[src/rtl/strobe_divider_frac_if.sv]
// Strobe/config bundle for the fractional strobe divider; master drives strobes and config, slave divides.
interface strobe_divider_frac_if #(
   parameter int WIDTH      = 7,
   parameter int FRAC_WIDTH = 8
);
   logic                  strobe_in;
   logic                  strobe_out;
   logic [WIDTH-1:0]      R_in;
   logic [FRAC_WIDTH-1:0] F_in;
   logic                  cfg_load;
   logic                  cfg_pending;
   logic                  sync;

   modport master (
      output strobe_in, R_in, F_in, cfg_load, sync,
      input  strobe_out, cfg_pending
   );

   modport slave (
      input  strobe_in, R_in, F_in, cfg_load, sync,
      output strobe_out, cfg_pending
   );
endinterface

[src/rtl/strobe_divider_frac.sv]
// Fractional-N strobe divider (R / R+1 dual modulus), strobe_out 1 clock after the period-ending strobe_in, no backpressure.
// Define STROBE_DIV_PHASE_OUT_EN to expose phase_cycle / phase_acc / period_last for downstream phase alignment.
module strobe_divider_frac #(
   parameter int          WIDTH      = 7,
   parameter int          FRAC_WIDTH = 8,
   parameter int unsigned DEFAULT_R  = 1,
   parameter int unsigned DEFAULT_F  = 0
) (
   input  logic                   clock,
   input  logic                   reset_n,
   strobe_divider_frac_if.slave   bus
`ifdef STROBE_DIV_PHASE_OUT_EN
   ,
   output logic [WIDTH-1:0]       phase_cycle,
   output logic [FRAC_WIDTH-1:0]  phase_acc,
   output logic                   period_last
`endif
);

   logic [WIDTH-1:0]      cycle_q,  cycle_d;
   logic [WIDTH-1:0]      r_act_q,  r_act_d;
   logic [WIDTH-1:0]      r_pend_q, r_pend_d;
   logic [FRAC_WIDTH-1:0] acc_q,    acc_d;
   logic [FRAC_WIDTH-1:0] f_act_q,  f_act_d;
   logic [FRAC_WIDTH-1:0] f_pend_q, f_pend_d;
   logic                  carry_q,      carry_d;
   logic                  strobe_out_q, strobe_out_d;
   logic                  pend_vld_q,   pend_vld_d;

   logic                  halted;
   logic [WIDTH:0]        period_len;
   logic                  last_w;
   logic [FRAC_WIDTH:0]   acc_sum;
   logic                  nxt_vld;
   logic [WIDTH-1:0]      r_nxt;
   logic [FRAC_WIDTH-1:0] f_nxt;

   assign halted     = (r_act_q == '0);
   // One extra bit so R=2^WIDTH-1 plus a carry gives a 2^WIDTH period instead of wrapping.
   assign period_len = {1'b0, r_act_q} + {{WIDTH{1'b0}}, carry_q};
   assign last_w     = !halted && ({1'b0, cycle_q} == (period_len - (WIDTH+1)'(1)));
   assign acc_sum    = {1'b0, acc_q} + {1'b0, f_act_q};

   // A coincident cfg_load takes precedence over the stored shadow whenever config is applied this cycle.
   assign nxt_vld = bus.cfg_load | pend_vld_q;
   assign r_nxt   = bus.cfg_load ? bus.R_in : r_pend_q;
   assign f_nxt   = bus.cfg_load ? bus.F_in : f_pend_q;

   always_comb begin
      cycle_d      = cycle_q;
      r_act_d      = r_act_q;
      r_pend_d     = r_pend_q;
      acc_d        = acc_q;
      f_act_d      = f_act_q;
      f_pend_d     = f_pend_q;
      carry_d      = carry_q;
      strobe_out_d = 1'b0;
      pend_vld_d   = pend_vld_q;

      if (bus.sync) begin
         cycle_d    = '0;
         acc_d      = '0;
         carry_d    = 1'b0;
         pend_vld_d = 1'b0;
         if (nxt_vld) begin
            r_act_d = r_nxt;
            f_act_d = f_nxt;
         end
      end else if (halted) begin
         // Only an already-registered shadow is applied; a fresh load waits one cycle.
         if (pend_vld_q) begin
            r_act_d    = r_pend_q;
            f_act_d    = f_pend_q;
            pend_vld_d = 1'b0;
         end
         if (bus.cfg_load) begin
            r_pend_d   = bus.R_in;
            f_pend_d   = bus.F_in;
            pend_vld_d = 1'b1;
         end
      end else if (bus.strobe_in && last_w) begin
         strobe_out_d = 1'b1;
         cycle_d      = '0;
         carry_d      = acc_sum[FRAC_WIDTH];
         acc_d        = acc_sum[FRAC_WIDTH-1:0];
         pend_vld_d   = 1'b0;
         if (nxt_vld) begin
            r_act_d = r_nxt;
            f_act_d = f_nxt;
         end
      end else begin
         if (bus.strobe_in) begin
            cycle_d = cycle_q + WIDTH'(1);
         end
         if (bus.cfg_load) begin
            r_pend_d   = bus.R_in;
            f_pend_d   = bus.F_in;
            pend_vld_d = 1'b1;
         end
      end
   end

   always_ff @(posedge clock or negedge reset_n) begin
      if (!reset_n) begin
         cycle_q      <= '0;
         r_act_q      <= WIDTH'(DEFAULT_R);
         r_pend_q     <= '0;
         acc_q        <= '0;
         f_act_q      <= FRAC_WIDTH'(DEFAULT_F);
         f_pend_q     <= '0;
         carry_q      <= 1'b0;
         strobe_out_q <= 1'b0;
         pend_vld_q   <= 1'b0;
      end else begin
         cycle_q      <= cycle_d;
         r_act_q      <= r_act_d;
         r_pend_q     <= r_pend_d;
         acc_q        <= acc_d;
         f_act_q      <= f_act_d;
         f_pend_q     <= f_pend_d;
         carry_q      <= carry_d;
         strobe_out_q <= strobe_out_d;
         pend_vld_q   <= pend_vld_d;
      end
   end

   assign bus.strobe_out  = strobe_out_q;
   assign bus.cfg_pending = pend_vld_q;

`ifdef STROBE_DIV_PHASE_OUT_EN
   assign phase_cycle = cycle_q;
   assign phase_acc   = acc_q;
   assign period_last = last_w;
`endif

endmodule

[src/flat_wrapper.sv]
// flat-port wrapper written by rule: the top's interface ports become plain ports
module strobe_divider_frac_flat 
#(
   parameter int          WIDTH      = 7,
   parameter int          FRAC_WIDTH = 8,
   parameter int unsigned DEFAULT_R  = 1,
   parameter int unsigned DEFAULT_F  = 0
)
  (clock, reset_n, bus_strobe_in, bus_R_in, bus_F_in, bus_cfg_load, bus_sync, bus_strobe_out, bus_cfg_pending);
  strobe_divider_frac_if #(.WIDTH(WIDTH), .FRAC_WIDTH(FRAC_WIDTH)) bus_i ();
  input  logic clock;
  input  logic reset_n;
  input wire logic [$bits(bus_i.strobe_in)-1:0] bus_strobe_in;
  input wire logic [$bits(bus_i.R_in)-1:0] bus_R_in;
  input wire logic [$bits(bus_i.F_in)-1:0] bus_F_in;
  input wire logic [$bits(bus_i.cfg_load)-1:0] bus_cfg_load;
  input wire logic [$bits(bus_i.sync)-1:0] bus_sync;
  output wire logic [$bits(bus_i.strobe_out)-1:0] bus_strobe_out;
  output wire logic [$bits(bus_i.cfg_pending)-1:0] bus_cfg_pending;
  assign bus_i.strobe_in = bus_strobe_in;
  assign bus_i.R_in = bus_R_in;
  assign bus_i.F_in = bus_F_in;
  assign bus_i.cfg_load = bus_cfg_load;
  assign bus_i.sync = bus_sync;
  assign bus_strobe_out = bus_i.strobe_out;
  assign bus_cfg_pending = bus_i.cfg_pending;
  strobe_divider_frac #(.WIDTH(WIDTH), .FRAC_WIDTH(FRAC_WIDTH), .DEFAULT_R(DEFAULT_R), .DEFAULT_F(DEFAULT_F)) u_core (.clock(clock), .reset_n(reset_n), .bus(bus_i));
endmodule
[config.mk]
export PLATFORM = sky130hd
export DESIGN_NAME = strobe_divider_frac_flat
export DESIGN_NICKNAME = d
export VERILOG_FILES = /design/src/rtl/strobe_divider_frac_if.sv /design/src/rtl/strobe_divider_frac.sv /design/src/flat_wrapper.sv
export SDC_FILE = /design/constraint.sdc
export NUM_CORES = 1
export LEC_CHECK = 0
export BUFFER_PORTS_ARGS = -buffer_cell sky130_fd_sc_hd__buf_2
export CAP_MARGIN = 10
export CORE_UTILIZATION = 25
export DETAILED_ROUTE_END_ITERATION = 12
export GPL_TIMING_DRIVEN = 1
export PLACE_DENSITY = 0.41
export SYNTH_ARGS = -nofsm -noshare
export SYNTH_HDL_FRONTEND = slang
export SYNTH_SLANG_ARGS = --single-unit
[constraint.sdc]
create_clock -name clock -period 5.55 [get_ports clock]
set_input_delay 0.2775 -clock clock [delete_from_list [all_inputs] [get_ports clock]]
set_output_delay 0.2775 -clock clock [all_outputs]
set_load 0.01 [all_outputs]
==> results by group <==
Outcome
  • Run status: complete, but fails checks
  • Failing checks: DRC

Route
  • Detailed-route wire length per cell: approximately 16 um
  • Avg Vias per Cell: 4.93
  • Total wire length after detailed routing: 7.04 mm
  • Detailed-route DRC error count: 2
  • Pre-antenna DRT Iters: 8
  • Remaining antenna violation count after routing: 0
  • Number of violations reported at the end of detailed-routing iteration 0: 109
  • Count of vias placed by the detailed router: 2150

Flow run
  • Number of max-cap violations: 0

Clock network
  • TritonCTS clock tree: yes
  • CTS Root Buffer Type: sky130_fd_sc_hd__clkbuf_16
  • Number of clock sinks: between 40 and 50
  • Clock-pin transition on the worst setup and hold timing paths: around 70 ps
  • Post-CTS Setup Inserts: 0
  • Quantity of gates resized following cts: 0
  • Post-CTS Hold Buffers: 0
  • Buffer depth of the longest clock path: 2
  • Clk Latency, worst-skew pair: 300 ps
  • Number of H-tree levels: 2
  • TritonCTS buffer count: 5

Floorplan
  • Area of the placeable core: 0.0116 sq mm
  • Area of the die: 0.0124 sq mm
  • Boundary pin count: 22
  • Die Span X: 112 um
  • Core Rows: 39
  • Die height: 112 um
  • Starting density of the core: 0.260

Power
  • Power density over cell area: around 340 mW/mm^2
  • Sequential Power Share: 0.414
  • Max VDD drop: 0.000133 V
  • Switch Pwr: 359 uW
  • Switching power share of the total: 0.316
  • Cell internal power dissipation: 777 uW
  • Leakage dissipation: roughly 1.5 nW
  • Proportion of power drawn by the clock network: 0.326
  • Combinational cell fraction of total power: 0.261

Setup path
  • Critical Path Sink Type: flop
  • Worst reg2reg endpoint: u_core.f_pend_q[2]
  • Termination of the worst setup path: u_core.f_pend_q[2]
  • Worst setup slack for register-to-register paths: 2230 ps
  • Crit path from: u_core.r_act_q[0]
  • Critical setup path kind: flop to flop
  • CP arrival: roughly 3500 ps
  • WP data required: 5730 ps
  • Crit Path Max Fanout: 15
  • Startpoint class of the critical path: flop
  • Logic depth of the worst register-to-register path: 9
  • Launch point of the worst reg-to-reg path: u_core.r_act_q[0]

Finish
  • Most common cell after layout, fill and taps aside: sky130_fd_sc_hd__dfrtp_1
  • Most used cells in the layout excluding fill and tap cells: 47 x sky130_fd_sc_hd__dfrtp_1, 21 x sky130_fd_sc_hd__a21oi_1, 21 x sky130_fd_sc_hd__buf_2
  • Number of antenna cells inserted: 0
  • Number of fill cells: around 1200
  • Net count of the finished layout: 324
  • Share of cells above drive strength 1: 0.232
  • Area taken by multi-input logic gates: 0.00169 sq mm
  • Area Growth Syn to Fin: 12.9%
  • Storage element area: 0.00120 sq mm

Place
  • Input/output buffers: 21
  • Estimated wirelength of the detail-placed design: 4.74 mm
  • Final weighted congestion of routability-driven global placement: 0.720
  • Pre-CTS worst setup slack: between 2000 and 2500 ps

Logic synthesis
  • Most used flip-flop cell after synthesis: sky130_fd_sc_hd__dfrtp_1
  • Register bit count reported by yosys: 48
  • Synthesized instance count: around 280
  • Number of warnings reported in the yosys synthesis log: 0
  • Synthesized cell area: 0.00300 sq mm
  • Post-Synthesis Net Count: 308
  • Async set-or-reset flop fraction in the synthesized netlist: 1.00
  • Number of synthesized flops with an enable pin: 0
  • Share of the yosys chip area belonging to registers: 0.401
  • Synth cell types: 48
  • Mapped Avg Cell Area: 10.9 sq um

STA
  • Min setup slack post-route: approximately 2200 ps
  • Actual slew at the worst max-slew pin: 943 ps
  • Final setup violation count: 0
  • Post-layout min period: ~3300 ps
  • Max Clock Skew: a little under 8 ps
  • Slew Limit Fails: 0
  • Headroom to the max-slew limit: 0.371
  • Number of hold violations in the final report: 0
  • Unrepaired setup endpoints after global routing: false
  • Maximum frequency from static timing analysis: around 0.30 GHz
  • Final Cycle Share: 0.598
  • Sum of negative setup slack: 0 ps

Worst hold path
  • Worst min-delay path category: primary input to async pin

GRT
  • Global route total overflow: 0
  • Antenna violations before repair: 0
  • Vias in the first global route: 2222
  • Global-route wire length before repair: around 12 mm
  • Overall track demand over capacity in global routing: 0.123
  • Maximum number of pins on one net before global-route repair: 49
[sequential cells by signal, summed over array words and instances, names as in the netlist]
name and count:
u_core.acc_q 8, u_core.f_act_q 8, u_core.f_pend_q 8, u_core.cycle_q 7
u_core.r_act_q 7, u_core.r_pend_q 7, u_core.bus.cfg_pending 1, u_core.bus.strobe_out 1
u_core.carry_q 1
[kinds of logic after synthesis]
kind of cell    synth area share
mux                        0.168
simple gates               0.125
flops                      0.401
compound gates             0.163
buf+inv                   0.0375
xor+xnor                  0.0525
fa+ha+maj                 0.0525
[layout make-up]
cell class / count / area share
tap: 143 / 0.0528
sequential: 48 / 0.355
clock inverter: 2 / 0.0114
clock buffer: 6 / 0.0410
timing repair buffer: 23 / 0.0355
inverter: 6 / 0.00665
multi-input combinational: 208 / 0.498
[stage by stage]
| stage | power (mW) | hold slack [ps] | util | cells | area (sq um) |
|---|---|---|---|---|---|
| after floorplan | 0.700 | -18.1 | - | 276 | 3000 |
| after global placement | 0.776 | 438 | 0.278 | 428 | 3210 |
| after detailed placement | 0.778 | 443 | 0.278 | 428 | 3210 |
| after CTS | 1.15 | 119 | 0.293 | 436 | 3390 |
| after global routing | 1.21 | 158 | 0.293 | 436 | 3390 |
| final | 1.14 | 80.2 | 0.293 | 436 | 3390 |
[cell usage after synthesis (2+ instances only)]
cell type / n / area (sq um)
sky130_fd_sc_hd__nor3_1: 10 / 50.1
sky130_fd_sc_hd__dfrtp_1: 47 / 1180
sky130_fd_sc_hd__nor2b_1: 2 / 12.5
sky130_fd_sc_hd__a21o_1: 2 / 15.0
sky130_fd_sc_hd__mux2i_1: 10 / 100
sky130_fd_sc_hd__o211ai_1: 2 / 15.0
sky130_fd_sc_hd__buf_2: 3 / 15.0
sky130_fd_sc_hd__mux2_4: 18 / 270
sky130_fd_sc_hd__nand3b_1: 8 / 60.1
sky130_fd_sc_hd__o21ai_0: 11 / 55.1
sky130_fd_sc_hd__a221oi_1: 3 / 26.3
sky130_fd_sc_hd__a221o_1: 12 / 120
sky130_fd_sc_hd__nor2_1: 15 / 56.3
sky130_fd_sc_hd__nand2_1: 15 / 56.3
sky130_fd_sc_hd__buf_12: 2 / 40.0
sky130_fd_sc_hd__xor2_1: 11 / 96.3
sky130_fd_sc_hd__a21oi_1: 21 / 105
sky130_fd_sc_hd__mux2_2: 12 / 135
sky130_fd_sc_hd__xnor2_1: 7 / 61.3
sky130_fd_sc_hd__inv_1: 6 / 22.5
sky130_fd_sc_hd__clkbuf_1: 6 / 22.5
sky130_fd_sc_hd__nand3_1: 11 / 55.1
sky130_fd_sc_hd__buf_1: 2 / 7.51
sky130_fd_sc_hd__o21ai_4: 2 / 32.5
sky130_fd_sc_hd__ha_1: 11 / 138
sky130_fd_sc_hd__a211oi_1: 5 / 37.5
[routing by layer]
layer,vias to the layer above,routed length (um),global-route usage
met3,7,189,0.0256
li1,1061,-,-
met1,1052,3530,0.166
met4,0,79,0.0324
met2,30,3240,0.201
met5,-,0,0
[worst max-delay path, cell delays in order, from the launching register on]
cell and delay [ps]:
sky130_fd_sc_hd__dfstp_2 550, sky130_fd_sc_hd__inv_1 60, sky130_fd_sc_hd__ha_1 200, sky130_fd_sc_hd__ha_1 260, sky130_fd_sc_hd__o21ba_1 210, sky130_fd_sc_hd__a221oi_1 280, sky130_fd_sc_hd__a41oi_1 110, sky130_fd_sc_hd__or3_4 510
sky130_fd_sc_hd__o21ai_4 620, sky130_fd_sc_hd__mux2_2 410
[worst min-delay path by stage]
stage,slack [ps],depth (start not counted),endpoint,startpoint
after floorplan,-20,0,u_core.acc_q[0],reset_n
after CTS,120,2,u_core.r_pend_q[2],reset_n
final,80,2,u_core.r_pend_q[3],reset_n
after global routing,160,2,u_core.r_pend_q[4],reset_n
after global placement,440,2,u_core.r_pend_q[3],reset_n
after detailed placement,440,2,u_core.r_pend_q[3],reset_n
[power groups by stage]
stage	clock, mW	combinational (mW)	sequential, mW
detailed placement	0	0.299	0.479
finish	0.370	0.296	0.470
floorplan	0	0.254	0.446
CTS	0.380	0.301	0.472
global route	0.391	0.337	0.480
global placement	0	0.298	0.479
Note: power is estimated with default switching activity, not from simulation.
